[config.mk]
export PLATFORM = sky130hd
export DESIGN_NAME = multicycle_ctrl_flat
export DESIGN_NICKNAME = d
export VERILOG_FILES = /design/src/rtl/multicycle_ctrl_if.sv /design/src/rtl/multicycle_ctrl.sv /design/src/flat_wrapper.sv
export SDC_FILE = /design/constraint.sdc
export NUM_CORES = 1
export LEC_CHECK = 0
export ABC_AREA = 0
export ABC_CLOCK_PERIOD_IN_PS = 3100
export BUFFER_PORTS_ARGS = -buffer_cell sky130_fd_sc_hd__buf_2
export CAP_MARGIN = 5
export CORE_UTILIZATION = 49
export CTS_BUF_LIST = sky130_fd_sc_hd__clkbuf_8
export DETAILED_ROUTE_END_ITERATION = 10
export GPL_ROUTABILITY_DRIVEN = 0
export GPL_TIMING_DRIVEN = 0
export HOLD_SLACK_MARGIN = 0.12
export PLACE_DENSITY = 0.73
export SLEW_MARGIN = 40
export SYNTH_ARGS = -nofsm -noshare
export SYNTH_HDL_FRONTEND = slang
export SYNTH_SLANG_ARGS = --single-unit
[constraint.sdc]
create_clock -name clk -period 3.1 [get_ports clk]
set_clock_uncertainty 0.1 [all_clocks]
set_input_delay 0.155 -clock clk [delete_from_list [all_inputs] [get_ports clk]]
set_output_delay 0.155 -clock clk [all_outputs]
set_load 0.01 [all_outputs]
[src/rtl/multicycle_ctrl_if.sv]
`default_nettype none
// +----------------------------------------------------------------------------+
// | multicycle_ctrl_if : IR fields, ready/zero inputs and datapath strobes     |
// |                      of the RV64I multi-cycle controller                   |
// | Revision 1.0                                                               |
// +----------------------------------------------------------------------------+
interface multicycle_ctrl_if #(
    parameter int CNT_W = 32
);
    logic [6:0]       opcode;
    logic [2:0]       funct3;
    logic             zero;
    logic             imem_ready;
    logic             dmem_ready;
    logic             imem_req;
    logic             ir_write;
    logic             pc_write;
    logic             pc_src;
    logic             alu_src;
    logic [1:0]       alu_op;
    logic             dmem_req;
    logic             dmem_we;
    logic             reg_write;
    logic             mem_to_reg;
    logic             error;
    logic [2:0]       state;
    logic [CNT_W-1:0] instret;

    modport master (
        input  opcode, funct3, zero, imem_ready, dmem_ready,
        output imem_req, ir_write, pc_write, pc_src, alu_src, alu_op,
               dmem_req, dmem_we, reg_write, mem_to_reg, error, state, instret
    );

    modport slave (
        output opcode, funct3, zero, imem_ready, dmem_ready,
        input  imem_req, ir_write, pc_write, pc_src, alu_src, alu_op,
               dmem_req, dmem_we, reg_write, mem_to_reg, error, state, instret
    );
endinterface
`default_nettype wire

[src/rtl/multicycle_ctrl.sv]
`default_nettype none
// +----------------------------------------------------------------------------+
// | multicycle_ctrl : fetch/decode/exec/mem/wb sequencer for an RV64I subset   |
// |                   with illegal-opcode and memory-timeout detection         |
// | Revision 1.0                                                               |
// +----------------------------------------------------------------------------+
module multicycle_ctrl #(
    parameter int MEM_TIMEOUT = 15,
    parameter int CNT_W       = 32
) (
    input  wire logic          clk,
    input  wire logic          rst_n,
    multicycle_ctrl_if.master  bus
);
    typedef enum logic [2:0] {
        S_FETCH  = 3'd0,
        S_DECODE = 3'd1,
        S_EXEC   = 3'd2,
        S_MEM    = 3'd3,
        S_WB     = 3'd4,
        S_ERR    = 3'd5
    } state_t;

    localparam logic [6:0] c_OP_RTYPE  = 7'b0110011;
    localparam logic [6:0] c_OP_ITYPE  = 7'b0010011;
    localparam logic [6:0] c_OP_LOAD   = 7'b0000011;
    localparam logic [6:0] c_OP_STORE  = 7'b0100011;
    localparam logic [6:0] c_OP_BRANCH = 7'b1100011;
    localparam logic [7:0] c_TIMEOUT   = 8'(MEM_TIMEOUT);

    state_t           r_state, w_next;
    logic [7:0]       r_wait_cnt;
    logic [6:0]       r_opcode;
    logic [2:0]       r_funct3;
    logic [CNT_W-1:0] r_instret;

    logic       w_imem_req, w_ir_write, w_pc_write, w_pc_src, w_alu_src;
    logic [1:0] w_alu_op;
    logic       w_dmem_req, w_dmem_we, w_reg_write, w_mem_to_reg, w_error;
    logic       w_wait_inc, w_timeout;

    always_ff @(posedge clk or negedge rst_n) begin
        if (!rst_n) begin
            r_state    <= S_FETCH;
            r_wait_cnt <= '0;
            r_opcode   <= '0;
            r_funct3   <= '0;
            r_instret  <= '0;
        end else begin
            r_state <= w_next;
            if (w_next != r_state)
                r_wait_cnt <= '0;
            else if (w_wait_inc)
                r_wait_cnt <= r_wait_cnt + 8'd1;
            if (r_state == S_DECODE) begin
                r_opcode <= bus.opcode;
                r_funct3 <= bus.funct3;
            end
            if (w_pc_write)
                r_instret <= r_instret + CNT_W'(1);
        end
    end

    always_comb begin
        w_next       = r_state;
        w_imem_req   = 1'b0;
        w_ir_write   = 1'b0;
        w_pc_write   = 1'b0;
        w_pc_src     = 1'b0;
        w_alu_src    = 1'b0;
        w_alu_op     = 2'b00;
        w_dmem_req   = 1'b0;
        w_dmem_we    = 1'b0;
        w_reg_write  = 1'b0;
        w_mem_to_reg = 1'b0;
        w_error      = 1'b0;
        w_wait_inc   = 1'b0;
        w_timeout    = (r_wait_cnt == c_TIMEOUT);

        case (r_state)
            S_FETCH: begin
                w_imem_req = 1'b1;
                if (bus.imem_ready) begin
                    w_ir_write = 1'b1;
                    w_next     = S_DECODE;
                end else if (w_timeout) begin
                    w_next = S_ERR;
                end else begin
                    w_wait_inc = 1'b1;
                end
            end
            // Live IR fields decide here; later states use the latched copies.
            S_DECODE: begin
                case (bus.opcode)
                    c_OP_RTYPE, c_OP_ITYPE, c_OP_LOAD, c_OP_STORE: w_next = S_EXEC;
                    c_OP_BRANCH: w_next = (bus.funct3 == 3'b000 || bus.funct3 == 3'b001)
                                          ? S_EXEC : S_ERR;
                    default:     w_next = S_ERR;
                endcase
            end
            S_EXEC: begin
                case (r_opcode)
                    c_OP_RTYPE: begin
                        w_alu_op = 2'b10;
                        w_next   = S_WB;
                    end
                    c_OP_ITYPE: begin
                        w_alu_src = 1'b1;
                        w_alu_op  = 2'b10;
                        w_next    = S_WB;
                    end
                    c_OP_LOAD, c_OP_STORE: begin
                        w_alu_src = 1'b1;
                        w_next    = S_MEM;
                    end
                    c_OP_BRANCH: begin
                        w_alu_op   = 2'b01;
                        w_pc_write = 1'b1;
                        w_pc_src   = (r_funct3 == 3'b001) ? ~bus.zero : bus.zero;
                        w_next     = S_FETCH;
                    end
                    default: w_next = S_ERR;
                endcase
            end
            S_MEM: begin
                w_dmem_req = 1'b1;
                w_dmem_we  = (r_opcode == c_OP_STORE);
                w_alu_src  = 1'b1;
                if (bus.dmem_ready) begin
                    if (r_opcode == c_OP_STORE) begin
                        w_pc_write = 1'b1;
                        w_next     = S_FETCH;
                    end else begin
                        w_next = S_WB;
                    end
                end else if (w_timeout) begin
                    w_next = S_ERR;
                end else begin
                    w_wait_inc = 1'b1;
                end
            end
            S_WB: begin
                w_reg_write  = 1'b1;
                w_mem_to_reg = (r_opcode == c_OP_LOAD);
                w_pc_write   = 1'b1;
                w_next       = S_FETCH;
            end
            S_ERR: begin
                w_error = 1'b1;
            end
            default: w_next = S_ERR;
        endcase
    end

    // Reset lands in FETCH, so strobes are gated to keep imem_req quiet while held.
    assign bus.imem_req   = rst_n & w_imem_req;
    assign bus.ir_write   = rst_n & w_ir_write;
    assign bus.pc_write   = rst_n & w_pc_write;
    assign bus.pc_src     = rst_n & w_pc_src;
    assign bus.alu_src    = rst_n & w_alu_src;
    assign bus.alu_op     = {2{rst_n}} & w_alu_op;
    assign bus.dmem_req   = rst_n & w_dmem_req;
    assign bus.dmem_we    = rst_n & w_dmem_we;
    assign bus.reg_write  = rst_n & w_reg_write;
    assign bus.mem_to_reg = rst_n & w_mem_to_reg;
    assign bus.error      = rst_n & w_error;
    assign bus.state      = r_state;
    assign bus.instret    = r_instret;
endmodule
`default_nettype wire

[src/flat_wrapper.sv]
// flat-port wrapper written by rule: the top's interface ports become plain ports
module multicycle_ctrl_flat 
#(
    parameter int MEM_TIMEOUT = 15,
    parameter int CNT_W       = 32
)
  (clk, rst_n, bus_opcode, bus_funct3, bus_zero, bus_imem_ready, bus_dmem_ready, bus_imem_req, bus_ir_write, bus_pc_write, bus_pc_src, bus_alu_src, bus_alu_op, bus_dmem_req, bus_dmem_we, bus_reg_write, bus_mem_to_reg, bus_error, bus_state, bus_instret);
  multicycle_ctrl_if #(.CNT_W(CNT_W)) bus_i ();
  input  wire logic clk;
  input  wire logic rst_n;
  input wire logic [$bits(bus_i.opcode)-1:0] bus_opcode;
  input wire logic [$bits(bus_i.funct3)-1:0] bus_funct3;
  input wire logic [$bits(bus_i.zero)-1:0] bus_zero;
  input wire logic [$bits(bus_i.imem_ready)-1:0] bus_imem_ready;
  input wire logic [$bits(bus_i.dmem_ready)-1:0] bus_dmem_ready;
  output wire logic [$bits(bus_i.imem_req)-1:0] bus_imem_req;
  output wire logic [$bits(bus_i.ir_write)-1:0] bus_ir_write;
  output wire logic [$bits(bus_i.pc_write)-1:0] bus_pc_write;
  output wire logic [$bits(bus_i.pc_src)-1:0] bus_pc_src;
  output wire logic [$bits(bus_i.alu_src)-1:0] bus_alu_src;
  output wire logic [$bits(bus_i.alu_op)-1:0] bus_alu_op;
  output wire logic [$bits(bus_i.dmem_req)-1:0] bus_dmem_req;
  output wire logic [$bits(bus_i.dmem_we)-1:0] bus_dmem_we;
  output wire logic [$bits(bus_i.reg_write)-1:0] bus_reg_write;
  output wire logic [$bits(bus_i.mem_to_reg)-1:0] bus_mem_to_reg;
  output wire logic [$bits(bus_i.error)-1:0] bus_error;
  output wire logic [$bits(bus_i.state)-1:0] bus_state;
  output wire logic [$bits(bus_i.instret)-1:0] bus_instret;
  assign bus_i.opcode = bus_opcode;
  assign bus_i.funct3 = bus_funct3;
  assign bus_i.zero = bus_zero;
  assign bus_i.imem_ready = bus_imem_ready;
  assign bus_i.dmem_ready = bus_dmem_ready;
  assign bus_imem_req = bus_i.imem_req;
  assign bus_ir_write = bus_i.ir_write;
  assign bus_pc_write = bus_i.pc_write;
  assign bus_pc_src = bus_i.pc_src;
  assign bus_alu_src = bus_i.alu_src;
  assign bus_alu_op = bus_i.alu_op;
  assign bus_dmem_req = bus_i.dmem_req;
  assign bus_dmem_we = bus_i.dmem_we;
  assign bus_reg_write = bus_i.reg_write;
  assign bus_mem_to_reg = bus_i.mem_to_reg;
  assign bus_error = bus_i.error;
  assign bus_state = bus_i.state;
  assign bus_instret = bus_i.instret;
  multicycle_ctrl #(.MEM_TIMEOUT(MEM_TIMEOUT), .CNT_W(CNT_W)) u_core (.clk(clk), .rst_n(rst_n), .bus(bus_i));
endmodule
==> impl_metrics.ini <==
[global_routing]
grt_use_total_pct = 21.7
grt_pass1_vias = 2222
grt_antenna_before_repair = 0
grt-ovfl-total = 0
grt_pass1_wl_mm = 10.7
grt_start_max_net_pins = 62

[cells_and_area]
final_common_cell = buf_2
final_util_pct = 61.0
mostFrequentLayoutCells = buf_2 (63), dfrtp_1 (53), nand2_1 (26)
final_cells = 433
drive_above_1_share_pct = 31.6
diodes = 0
finalNetCount = 374
layout-area-overhead-vs-synth_pct = 20.7

[placed_design]
place_ws_ns = 0.834
place.detailed.hpwl_mm = 4.49
port_buffers = 61
placedCellCount = 413

[cts]
cts_resized = 0
cts_buffers = 5
clk_latency_ns = 0.31
cts_sinks = 53
ctsRootBufferMaster = clkbuf_8
cts_setup_buffers = 0
cts.path.max_buffers = 2
htreeDepth = 2
clk_pin_slew_worst_paths_ns = 0.10
cts_tree = yes

[floorplanning]
ioPinCount = 62
die_h_um = 80.2
initial_core_util_pct = 50.5
die_w_um = 80.2
dieArea_um2 = 6420
core_um2 = 5920
row_count = 28

[synthesis]
synth_cells = 277
syn_avg_cell_area_um2 = 10.8
syn_area_um2 = 2990
syn_nets = 294
synth_seq_area_share_pct = 44.3
ys_ff_latch = 53
synth-main-ff-cell = dfrtp_1
synth_edf_count = 0
yosysWarnings = 0
synth_top_area_cell = dfrtp_1
synthArstFlopShare_pct = 100
synth_cell_types = 63
synth_area_leaders = dfrtp_1 (44%), xnor2_1 (6.7%), mux2_2 (4.5%)
yosysTopAreaCellShare_pct = 44.3

[pwr]
ir_drop_v = 0.000277
leakage_nw = 1.77
power_mw = 1.14
power_density_nw_per_um2 = 317

[detailed_routing]
dr.max_layer_used = met4
met3WireLength_um = 267
vias = 2413
drc_errors = 0
routed_wl_mm = 6.45
first_iter_violations = 136
wl_met1_mm = 2.96
postRouteAntennaNets = 0
firstDrtPassIters = 4
wl_per_cell_um = 14.9
routed_via_density = 5.57
dr_wl_met2_mm = 3.14

[worst_setup_path]
r2r_cells = 5
critPathRequiredTime_ns = 3.21
cp.arrival_ns = 2.48
critical-path-slowest-cell = or4b_4
r2r_start = u_core.bus.state[0]
end_kind = register
r2r_slack_ns = 0.81
worstSetupPathType = input port to register
crit_chain = dlygate4sd3_1 -> buf_2 -> or4b_4 -> a211oi_2 -> a2111o_2 -> a31oi_1 -> a211oi_1
reg2reg_to = u_core.bus.instret[20]
path_max_fanout = 8
cp_slowest_stage_delay_ns = 0.54
cp-start-kind = input port

[timing]
fmax_ghz = 0.421
hold_viol = 0
tightestPinTransition_ns = 0.753
finalSetupTns_ns = 0
setup_violations = 0
rsz0062_at_grt = false
period_share_pct = 76.5
drv_slew = 0
max-slew-margin-rel_pct = 49.5
finalWorstSetupSlack_ns = 0.727
finalCriticalPeriod_ns = 2.37

[worst_hold_path]
hold_depth = 4
min_to = u_core.bus.state[0]
min_from = bus_imem_ready
hold_class = input port to register

[flow_run]
maxCapViolCount = 0

[outcome]
outcome = finished clean
==> worst max path at each step <==
stage | from | end | slack (ns)
floorplan | u_core.bus.state[0] | u_core.bus.instret[9] | 1.08
global placement | u_core.bus.state[0] | u_core.r_wait_cnt[5] | 0.85
detailed placement | u_core.bus.state[0] | u_core.r_wait_cnt[4] | 0.83
CTS | bus_funct3[1] | u_core.r_wait_cnt[3] | 0.73
global route | bus_funct3[1] | u_core.r_wait_cnt[2] | 0.60
finish | bus_funct3[1] | u_core.r_wait_cnt[0] | 0.73
==> flip-flops by register name, summed over array words and instances, names as in the netlist <==
| register | cells |
|---|---|
| u_core.bus.instret | 32 |
| u_core.bus.state | 3 |
| u_core.r_funct3 | 3 |
| u_core.r_opcode | 7 |
| u_core.r_wait_cnt | 8 |
==> logic make-up after synthesis <==
kind of cell    share of synthesized area, %
flops                                   44.3
simple gates                            26.0
mux                                     4.85
xor+xnor                                10.8
fa+ha+maj                              0.836
compound gates                          10.2
buf+inv                                 3.01
==> report_power, final <==
group / internal, mW / switching (mW)
clock: 0.181 / 0.227
sequential: 0.691 / 0
combinational: 0.0202 / 0.0245
total: 0.892 / 0.251
==> cell usage after synthesis (4+ instances only) <==
cell type and n:
dfrtp_1 53, xnor2_1 23, xor2_1 14, nor3_1 10, inv_1 10, a211oi_1 8
and2_1 7, and3_1 5, mux2_2 12, nor3_2 5, nand2_1 26, o21ai_0 4
nand3_1 13, nor2_1 12, or3_1 5
==> per-layer routing <==
metal	global-route usage [%]	up-vias
met2	35.3	55
met1	28.8	1190
li1	-	1159
met3	4.32	9
met5	0	-
met4	7.14	0
==> worst max-delay path: cells and delay by family <==
kind	cells	cell delay, ns
simple gates	1	0.54
buf+inv	2	0.67
compound gates	4	1.11
==> per-stage QoR <==
step / hold WS [ns] / area (um^2)
2_1_floorplan: -0.241 / 2990
3_3_place_gp: 0.292 / 3390
3_5_place_dp: 0.162 / 3390
4_1_cts: 0.250 / 3610
5_1_grt: 0.279 / 3610
6_report: 0.255 / 3610
==> timing repair <==
item                                    CTS  global route
hold endpoints to repair                 65             0
endpoints found under the setup margin    0             0
hold buffers                             12             0
==> cell type report <==
cell class / count / area [um^2]
multi-input combinational: 207 / 1580
inverter: 10 / 37.5
clock buffer: 6 / 82.6
clock inverter: 2 / 13.8
timing repair buffer: 73 / 428
sequential: 53 / 1330
tap: 75 / 93.8
buffer: 7 / 52.6
fill: 520 / 2310
(Power assumes the default switching activity.)
